==> src/rtl/instr_split_queue_if.sv <==
// Handshake/bus bundle for instr_split_queue.
// Fetch side : in_valid, in_ready, in_word, in_pc.
// Decode side: out_valid, out_ready, out_pc and the pre-split fields of the head
//              word (opcode, rs, rt, rd, shamt, funct, immediate, imm_ext, jump_tgt).
// The slave modport belongs to the queue; master is the fetch/decode environment.
interface instr_split_queue_if #(
    parameter int unsigned PC_W  = 32,
    parameter int unsigned EXT_W = 32
);
    logic             in_valid;
    logic             in_ready;
    logic [31:0]      in_word;
    logic [PC_W-1:0]  in_pc;

    logic             out_valid;
    logic             out_ready;
    logic [PC_W-1:0]  out_pc;
    logic [5:0]       opcode;
    logic [4:0]       rs;
    logic [4:0]       rt;
    logic [4:0]       rd;
    logic [4:0]       shamt;
    logic [5:0]       funct;
    logic [15:0]      immediate;
    logic [EXT_W-1:0] imm_ext;
    logic [PC_W-1:0]  jump_tgt;

    modport slave (
        input  in_valid, in_word, in_pc, out_ready,
        output in_ready, out_valid, out_pc, opcode, rs, rt, rd, shamt, funct,
               immediate, imm_ext, jump_tgt
    );

    modport master (
        output in_valid, in_word, in_pc, out_ready,
        input  in_ready, out_valid, out_pc, opcode, rs, rt, rd, shamt, funct,
               immediate, imm_ext, jump_tgt
    );
endinterface

==> src/rtl/instr_split_queue.sv <==
// Decode-side instruction queue: DEPTH-entry first-word-fall-through FIFO of
// (word, pc) pairs with the head entry pre-split into MIPS fields.
// Ports:
//   clk   - rising-edge clock
//   rst   - synchronous active-high reset
//   flush - synchronous queue clear for branch/jump redirect
//   bus   - instr_split_queue_if.slave (fetch push side, decode pop side, head fields)
module instr_split_queue #(
    parameter int unsigned DEPTH    = 4,
    parameter int unsigned PC_W     = 32,
    parameter int unsigned EXT_W    = 32,
    parameter int unsigned LOGIC_ZX = 1
) (
    input  logic                clk,
    input  logic                rst,
    input  logic                flush,
    instr_split_queue_if.slave  bus
);
    localparam int unsigned PTR_W = $clog2(DEPTH);
    localparam int unsigned CNT_W = PTR_W + 1;
    // Bits below 28 of the jump target come from the instruction, the rest from pc+4.
    localparam logic [PC_W-1:0] LOW_MASK = PC_W'(28'hFFF_FFFF);

    logic [31:0]     word_mem [DEPTH];
    logic [PC_W-1:0] pc_mem   [DEPTH];

    logic [PTR_W-1:0] wr_ptr_q, wr_ptr_d;
    logic [PTR_W-1:0] rd_ptr_q, rd_ptr_d;
    logic [CNT_W-1:0] cnt_q, cnt_d;

    logic in_ready, out_valid, push, pop;

    assign in_ready  = (cnt_q != CNT_W'(DEPTH));
    assign out_valid = (cnt_q != '0);
    assign push      = bus.in_valid & in_ready;
    assign pop       = out_valid & bus.out_ready;

    // Pointer/count next state; flush discards any push or pop of the same cycle.
    always_comb begin
        wr_ptr_d = wr_ptr_q;
        rd_ptr_d = rd_ptr_q;
        cnt_d    = cnt_q + CNT_W'(push) - CNT_W'(pop);
        if (push) wr_ptr_d = wr_ptr_q + PTR_W'(1);
        if (pop)  rd_ptr_d = rd_ptr_q + PTR_W'(1);
        if (flush) begin
            wr_ptr_d = '0;
            rd_ptr_d = '0;
            cnt_d    = '0;
        end
    end

    always_ff @(posedge clk) begin
        if (rst) begin
            wr_ptr_q <= '0;
            rd_ptr_q <= '0;
            cnt_q    <= '0;
        end else begin
            wr_ptr_q <= wr_ptr_d;
            rd_ptr_q <= rd_ptr_d;
            cnt_q    <= cnt_d;
        end
    end

    // Storage is intentionally not reset; out_valid gates everything read from it.
    always_ff @(posedge clk) begin
        if (push && !flush) begin
            word_mem[wr_ptr_q] <= bus.in_word;
            pc_mem[wr_ptr_q]   <= bus.in_pc;
        end
    end

    logic [31:0]      head_word;
    logic [PC_W-1:0]  head_pc;
    logic [PC_W-1:0]  pc_plus4;
    logic [15:0]      imm;
    logic [5:0]       op;
    logic [EXT_W-1:0] imm_ext;

    assign head_word = out_valid ? word_mem[rd_ptr_q] : 32'h0;
    assign head_pc   = out_valid ? pc_mem[rd_ptr_q]   : '0;
    assign pc_plus4  = head_pc + PC_W'(4);
    assign imm       = head_word[15:0];
    assign op        = head_word[31:26];

    // Logical immediates zero-extend and LUI pre-shifts when LOGIC_ZX is set.
    always_comb begin
        imm_ext = EXT_W'(signed'(imm));
        if (LOGIC_ZX != 0) begin
            if (op == 6'h0C || op == 6'h0D || op == 6'h0E)
                imm_ext = EXT_W'(imm);
            else if (op == 6'h0F)
                imm_ext = EXT_W'({imm, 16'h0000});
        end
    end

    assign bus.in_ready  = in_ready;
    assign bus.out_valid = out_valid;
    assign bus.out_pc    = head_pc;
    assign bus.opcode    = head_word[31:26];
    assign bus.rs        = head_word[25:21];
    assign bus.rt        = head_word[20:16];
    assign bus.rd        = head_word[15:11];
    assign bus.shamt     = head_word[10:6];
    assign bus.funct     = head_word[5:0];
    assign bus.immediate = imm;
    assign bus.imm_ext   = imm_ext;
    assign bus.jump_tgt  = out_valid
                         ? ((pc_plus4 & ~LOW_MASK) | PC_W'({head_word[25:0], 2'b00}))
                         : '0;
endmodule

==> src/flat_wrapper.sv <==
// flat-port wrapper written by rule: the top's interface ports become plain ports
module instr_split_queue_flat 
#(
    parameter int unsigned DEPTH    = 4,
    parameter int unsigned PC_W     = 32,
    parameter int unsigned EXT_W    = 32,
    parameter int unsigned LOGIC_ZX = 1
)
  (clk, rst, flush, bus_in_valid, bus_in_word, bus_in_pc, bus_out_ready, bus_in_ready, bus_out_valid, bus_out_pc, bus_opcode, bus_rs, bus_rt, bus_rd, bus_shamt, bus_funct, bus_immediate, bus_imm_ext, bus_jump_tgt);
  instr_split_queue_if #(.PC_W(PC_W), .EXT_W(EXT_W)) bus_i ();
  input  logic clk;
  input  logic rst;
  input  logic flush;
  input wire logic [$bits(bus_i.in_valid)-1:0] bus_in_valid;
  input wire logic [$bits(bus_i.in_word)-1:0] bus_in_word;
  input wire logic [$bits(bus_i.in_pc)-1:0] bus_in_pc;
  input wire logic [$bits(bus_i.out_ready)-1:0] bus_out_ready;
  output wire logic [$bits(bus_i.in_ready)-1:0] bus_in_ready;
  output wire logic [$bits(bus_i.out_valid)-1:0] bus_out_valid;
  output wire logic [$bits(bus_i.out_pc)-1:0] bus_out_pc;
  output wire logic [$bits(bus_i.opcode)-1:0] bus_opcode;
  output wire logic [$bits(bus_i.rs)-1:0] bus_rs;
  output wire logic [$bits(bus_i.rt)-1:0] bus_rt;
  output wire logic [$bits(bus_i.rd)-1:0] bus_rd;
  output wire logic [$bits(bus_i.shamt)-1:0] bus_shamt;
  output wire logic [$bits(bus_i.funct)-1:0] bus_funct;
  output wire logic [$bits(bus_i.immediate)-1:0] bus_immediate;
  output wire logic [$bits(bus_i.imm_ext)-1:0] bus_imm_ext;
  output wire logic [$bits(bus_i.jump_tgt)-1:0] bus_jump_tgt;
  assign bus_i.in_valid = bus_in_valid;
  assign bus_i.in_word = bus_in_word;
  assign bus_i.in_pc = bus_in_pc;
  assign bus_i.out_ready = bus_out_ready;
  assign bus_in_ready = bus_i.in_ready;
  assign bus_out_valid = bus_i.out_valid;
  assign bus_out_pc = bus_i.out_pc;
  assign bus_opcode = bus_i.opcode;
  assign bus_rs = bus_i.rs;
  assign bus_rt = bus_i.rt;
  assign bus_rd = bus_i.rd;
  assign bus_shamt = bus_i.shamt;
  assign bus_funct = bus_i.funct;
  assign bus_immediate = bus_i.immediate;
  assign bus_imm_ext = bus_i.imm_ext;
  assign bus_jump_tgt = bus_i.jump_tgt;
  instr_split_queue #(.DEPTH(DEPTH), .PC_W(PC_W), .EXT_W(EXT_W), .LOGIC_ZX(LOGIC_ZX)) u_core (.clk(clk), .rst(rst), .flush(flush), .bus(bus_i));
endmodule
==> config.mk <==
export PLATFORM = sky130hd
export DESIGN_NAME = instr_split_queue_flat
export DESIGN_NICKNAME = d
export VERILOG_FILES = /design/src/rtl/instr_split_queue_if.sv /design/src/rtl/instr_split_queue.sv /design/src/flat_wrapper.sv
export SDC_FILE = /design/constraint.sdc
export NUM_CORES = 1
export LEC_CHECK = 0
export BUFFER_PORTS_ARGS = -buffer_cell sky130_fd_sc_hd__buf_2
export CAP_MARGIN = 25
export CORE_MARGIN = 4
export CORE_UTILIZATION = 59
export DETAILED_ROUTE_END_ITERATION = 6
export PLACE_DENSITY_LB_ADDON = 0.12
export SLEW_MARGIN = 20
export SYNTH_ARGS = -nofsm -noshare
export SYNTH_HDL_FRONTEND = slang
export SYNTH_SLANG_ARGS = --single-unit
==> constraint.sdc <==
create_clock -name clk -period 6.14 [get_ports clk]
set_input_delay 1.228 -clock clk [delete_from_list [all_inputs] [get_ports clk]]
set_output_delay 1.228 -clock clk [all_outputs]
set_load 0.02 [all_outputs]
==> impl_metrics.yaml, run 1 <==
power_and_ir_drop:
  finalPower_uw: 4340
  sequentialPowerShare: 0.473
  powerDensity_nw_per_um2: 345
  swShare: 0.271
  p_leak_uw: 0.00476
  p_int_uw: 3160
  vdd_ir_drop_max_mv: 0.270
  pwr-share-comb: 0.183
  power_frac_clock: 0.344
  switching_power_uw: 1180
sta:
  finalSetupTns_ns: 0
  layout_setup_ws_ns: 1.43
  period_share: 0.767
  rsz0062_at_grt: "no"
  slew_viol_final: 0
  worstMarginPinSlew_ns: 1.01
  fin_skew_ns: 0.0166
  min_period_ns: 4.71
  setup_viol: 0
  max_slew_margin: 0.327
  hold_viol: 0
  max_clock_freq_mhz: 212
cts:
  numCtsBuffers: 26
  cts_sinks: 265
  cts_max_level: 1
  clk_pin_slew_ns: 0.06
  clk_latency_ns: 0.52
  clockBufferDepth: 3
  ctsHoldBuffers: 0
  cts_setup_buffers: 0
  post_cts_resized: 0
  cts-root-buf: "clkbuf_16"
  cts_tree: "built"
worst_setup_path:
  end_kind: "output pin"
  critPathMaxStageDelay_ns: 0.98
  startpoint_type: "register"
  arrival_ns: 3.48
  crit_buf_inv: 1
  r2r-start: "u_core.cnt_q[1]$_SDFF_PP0_"
  regToRegSetupSlack_ns: 2.80
  cpMaxStageDelayCell: "dfxtp_4"
  cp_top_family: "simple AND/OR/NAND/NOR gates"
  path_class: "register to output pin"
  path_cells: "mux4_2 > nand4_1 > or4_1 > or3_1 > a21oi_1 > buf_2"
  rr_endpoint: "u_core.cnt_q[2]$_SDFF_PP0_"
  required_ns: 4.91
  r2r_cells: 12
  cp-endpoint: "bus_jump_tgt[28]"
  cp_max_fo: 65
  cp.depth: 6
logic_synthesis:
  synthSimpleGateAreaFrac: 0.0608
  synth_fa_ha_area_frac: 0.00877
  yosysTopAreaCell: "edfxtp_1"
  synth_area_per_cell_sq_um: 18.4
  muxShareOfSynthArea: 0.137
  synth-compound-area-share: 0.0104
  synth_seq_area_share: 0.725
  synth_most_common_cell: "edfxtp_1"
  ys_types: 35
  synth_cells: 588
  synth_area_sq_um: 10800
  synthXorXnorAreaFrac: 0.00404
  yosys_most_used_dff: "edfxtp_1"
  yosysTopAreaCellShare: 0.709
  synth_area_leaders: "edfxtp_1 (71%), mux4_2 (12%), buf_4 (3.1%)"
  ys_seq_elements: 265
  ys_top_cells_by_count: "edfxtp_1 (256), mux4_2 (57), and2_1 (51)"
  synthArstFlopShare: 0
  synth_top_family_by_area: "multiplexers"
  yosys_warnings: 0
  synth_edf_count: 256
place:
  place_ws_ns: 1.95
  port_buffers: 212
  routabilityCongestion: 0.773
  hpwl_mm: 13.1
worst_hold_path:
  hold_path_class: "register to register"
floorplan:
  die_y_microns: 144
  die_area_sq_um: 20600
  io_pins: 215
  die_w_microns: 144
  start_util: 0.602
  rows: 49
  coreArea_sq_um: 18000
run_status:
  status: "completed"
final_layout:
  final_core_util: 0.698
  nets: 840
  area_growth_pct: 16.0
  layout-drive-gt1-share: 0.413
flow_run:
  cap_violations: 0
route:
  vias: 5697
  drt_iter0_drc: 328
  wl_per_cell_microns: 20.7
  ant_nets: 0
  drc: 0
  vias_per_cell: 5.61
  wirelength_mm: 21.0
  drtPass1Iterations: 5
global_route:
  antenna_found_initial: 3
  grt_use_total: 0.201
  grt_overflow: 0
  grt_pass1_vias: 5717
  grt_pass1_wl_mm: 31.6
  grt_max_degree: 66
-- kinds of logic (layout without fill, tap and decap cells) --
family                     Yosys count  count (layout)
and+or+nand+nor                    125             125
AOI/OAI and AO/OA                   22              22
buffers and inverters               96             291
xor gates and xnor gates             5               5
other                                1               4
adders and majority gates            7               7
DFF                                265             265
muxes                               67              67
-- metal layers --
layer / wire length (microns) / up-vias / GRT usage
met1: 8110 / 2870 / 0.259
met4: 293 / 4 / 0.0510
met2: 11100 / 210 / 0.354
met5: 21 / - / 0
met3: 1480 / 34 / 0.0396
li1: - / 2579 / -
-- final cells by class --
type,instances,area (sq um)
Antenna cell,2,5.00
Clock buffer,38,727
Clock inverter,10,78.8
Fill cell,1205,5450
Inverter,27,101
Multi-Input combinational cell,228,2410
Sequential cell,265,7880
Tap cell,229,287
Timing Repair Buffer,216,1090
-- per-stage QoR --
step | std cells | hold WS [ns] | instance area (sq um)
after detailed placement | 965 | 0.518 | 11800
after global routing | 1014 | 0.556 | 12600
after global placement | 965 | 0.476 | 11800
final | 1015 | 0.523 | 12600
after floorplan | 589 | 0.469 | 10900
after CTS | 1013 | 0.526 | 12600
-- worst reg2reg max path, delay by kind of cell (launching register included) --
family        cells  cell delay (ns)
buf+inv           4             0.90
simple gates      3             0.85
flops             1             0.37
xor+xnor          2             0.32
fa+ha+maj         3             0.80
-- power groups by stage --
stage	clock, uW	sequential, uW	combinational, uW
after detailed placement	0	2090	804
final	1490	2050	793
after global routing	1600	2060	860
after floorplan	0	2080	599
after CTS	1520	2050	806
after global placement	0	2090	797
-- worst min-delay path by stage --
stage | depth (start not counted) | slack, ns | from | to
6_report | 2 | 0.52 | u_core.wr_ptr_q[1]$_SDFFE_PP0N_ | u_core.wr_ptr_q[1]$_SDFFE_PP0N_
5_1_grt | 2 | 0.56 | u_core.wr_ptr_q[1]$_SDFFE_PP0N_ | u_core.wr_ptr_q[1]$_SDFFE_PP0N_
4_1_cts | 2 | 0.53 | u_core.wr_ptr_q[1]$_SDFFE_PP0N_ | u_core.wr_ptr_q[1]$_SDFFE_PP0N_
3_5_place_dp | 2 | 0.52 | u_core.wr_ptr_q[1]$_SDFFE_PP0N_ | u_core.wr_ptr_q[1]$_SDFFE_PP0N_
3_3_place_gp | 2 | 0.48 | u_core.wr_ptr_q[1]$_SDFFE_PP0N_ | u_core.wr_ptr_q[1]$_SDFFE_PP0N_
2_1_floorplan | 2 | 0.47 | u_core.wr_ptr_q[1]$_SDFFE_PP0N_ | u_core.wr_ptr_q[1]$_SDFFE_PP0N_
-- cell usage in the layout, fill, tap and decap left out, drive strengths merged --
cell type and count:
a21oi 4, and2 51, buf 216, bufinv 1, clkbuf 38, clkinv 8
conb 2, dfxtp 9, diode 2, edfxtp 256, fa 1, ha 6
inv 28, mux2 3, mux2i 1, mux4 63, nand2 24, nand3 4
nand4 7, nor2 28, nor3 1, nor4 2, o211ai 1, o21ai 17
or2 2, or3 2, or4 3, or4b 1, xnor2 3, xor2 2
-- flip-flops by register name, indices dropped and copies added, names as in the netlist, named ones only --
register / cells
u_core.cnt_q: 3
u_core.rd_ptr_q: 2
u_core.word_mem: 128
u_core.wr_ptr_q: 2
u_core.pc_mem: 128
(Power assumes the default switching activity.)
==> run 2, diff against run 1 <==
Settings changed: CORE_UTILIZATION 59 to 50.
Clock period 6.14 ns to 4.09 ns, I/O delays scaled along.
==> run 2 against run 1 <==
Effect of this change:
- sequential share of layout area down 1.8 points
- flip-flop and latch count unchanged
- sequential power up 50%
- critical path type unchanged
- largest cell class unchanged
- largest power group unchanged
- highest routed layer unchanged
==> impl_metrics.yaml, run 2 (synthesis results as in run 1) <==
cts:
  clockBufferDepth: 3
  clk_pin_slew_ns: 0.06
  numCtsBuffers: 28
  cts_max_level: 1
  cts-root-buf: "clkbuf_16"
  cts_sinks: 265
  clk_latency_ns: 0.52
  cts_tree: "built"
sta:
  max_clock_freq_mhz: 258
  setup_viol: 0
  max_slew_margin: 0.541
  rsz0062_at_grt: "no"
  hold_viol: 0
  fin_skew_ns: 0.00782
  slew_viol_final: 0
  min_period_ns: 3.88
  layout_setup_ws_ns: 0.210
  worstMarginPinSlew_ns: 0.688
  finalSetupTns_ns: 0
  period_share: 0.949
place:
  routabilityCongestion: 0.807
  port_buffers: 212
  place_ws_ns: 0.523
  placed_cell_area_sq_um: 11900
  hpwl_mm: 14.2
  dp.cells: 1018
floorplan:
  start_util: 0.513
  rows: 53
  coreArea_sq_um: 21200
  die_w_microns: 155
  io_pins: 215
  die_y_microns: 155
  die_area_sq_um: 24100
worst_hold_path:
  hold_path_class: "register to register"
route:
  drt_iter0_drc: 322
  vias: 5853
  wirelength_mm: 22.7
  vias_per_cell: 5.44
  wl_per_cell_microns: 21.1
  drtPass1Iterations: 4
  ant_nets: 0
  drc: 0
run_status:
  status: "completed"
global_route:
  antenna_found_initial: 5
  grt_overflow: 0
  grt_max_degree: 65
  grt_pass1_wl_mm: 34.1
  grt_pass1_vias: 6119
  grt_use_total: 0.184
worst_setup_path:
  regToRegSetupSlack_ns: 1.12
  cp_max_fo: 11
  end_kind: "output pin"
  r2r-start: "u_core.cnt_q[1]$_SDFF_PP0_"
  path_class: "register to output pin"
  rr_endpoint: "u_core.cnt_q[2]$_SDFF_PP0_"
  r2r_cells: 12
  cp-endpoint: "bus_jump_tgt[29]"
  arrival_ns: 3.06
  startpoint_type: "register"
  required_ns: 3.27
power_and_ir_drop:
  powerDensity_nw_per_um2: 527
  pwr-share-comb: 0.182
  swShare: 0.268
  p_leak_uw: 0.00490
  vdd_ir_drop_max_mv: 0.337
  power_frac_clock: 0.368
  switching_power_uw: 1830
  p_int_uw: 4990
  sequentialPowerShare: 0.450
final_layout:
  layout-drive-gt1-share: 0.430
  fin_area_sq_um: 13000
  largestRegisters: "u_core.pc_mem: 128 flops, u_core.word_mem: 128 flops, u_core.cnt_q: 3 flops"
  layout_common_cells: "edfxtp_1 (256), buf_2 (212), mux4_2 (57)"
  mostFrequentLayoutCell: "edfxtp_1"
  area_growth_pct: 19.4
  final_core_util: 0.612
  nets: 853
  final_cells: 1075
flow_run:
  cap_violations: 0
## run 2: timing repair
action                                  in CTS  in global routing
pin swaps                                    0                  0
gates resized for setup                      1                  1
endpoints found under the setup margin      10                 32
hold buffers                                 0                  0
setup buffers                                0                  2
cloned                                       0                  0
## run 2: how the worst min path moves through the flow
stage | cells past startpoint | slack, ns | from | endpoint
finish | 2 | 0.50 | u_core.wr_ptr_q[1]$_SDFFE_PP0N_ | u_core.wr_ptr_q[1]$_SDFFE_PP0N_
global route | 1 | 0.49 | bus_in_word[8] | u_core.word_mem[0][8]$_DFFE_PP_
CTS | 1 | 0.48 | bus_in_word[12] | u_core.word_mem[2][12]$_DFFE_PP_
detailed placement | 2 | 0.50 | u_core.wr_ptr_q[1]$_SDFFE_PP0N_ | u_core.wr_ptr_q[1]$_SDFFE_PP0N_
global placement | 2 | 0.48 | u_core.wr_ptr_q[1]$_SDFFE_PP0N_ | u_core.wr_ptr_q[1]$_SDFFE_PP0N_
floorplan | 2 | 0.47 | u_core.wr_ptr_q[1]$_SDFFE_PP0N_ | u_core.wr_ptr_q[1]$_SDFFE_PP0N_
## run 2: layer usage
| layer | up-vias | track usage | wire length (microns) |
|---|---|---|---|
| met1 | 3000 | 0.237 | 9340 |
| met4 | 6 | 0.0504 | 432 |
| met5 | - | 0 | 35 |
| met3 | 43 | 0.0350 | 1340 |
| met2 | 196 | 0.322 | 11500 |
| li1 | 2608 | - | - |
## run 2: critical path, cell delays in order (launching register included)
cell	delay [ns]
dfxtp_4	0.51
buf_4	0.25
mux4_2	0.27
nand4_1	0.22
or4_1	0.52
or3_1	0.40
a21oi_1	0.18
buf_2	0.19
## run 2: stage by stage
| step | hold slack (ns) | total power [uW] |
|---|---|---|
| final | 0.503 | 6830 |
| after global routing | 0.487 | 7100 |
| after CTS | 0.481 | 6900 |
| after detailed placement | 0.497 | 4380 |
| after global placement | 0.478 | 4360 |
| after floorplan | 0.469 | 4020 |
## run 2: power by group through the flow
stage / combinational, uW / clock (uW) / sequential (uW)
6_report: 1240 / 2510 / 3070
5_1_grt: 1330 / 2690 / 3080
4_1_cts: 1250 / 2570 / 3080
3_5_place_dp: 1250 / 0 / 3130
3_3_place_gp: 1230 / 0 / 3130
2_1_floorplan: 899 / 0 / 3120
## run 2: final cells by class
type	count	area [sq um]
antenna	2	5.00
clock inverter	15	154
timing repair buffer	227	1270
fill	1573	8200
clock buffer	36	782
sequential	265	7880
inverter	27	101
tap	275	344
multi-input combinational	228	2420
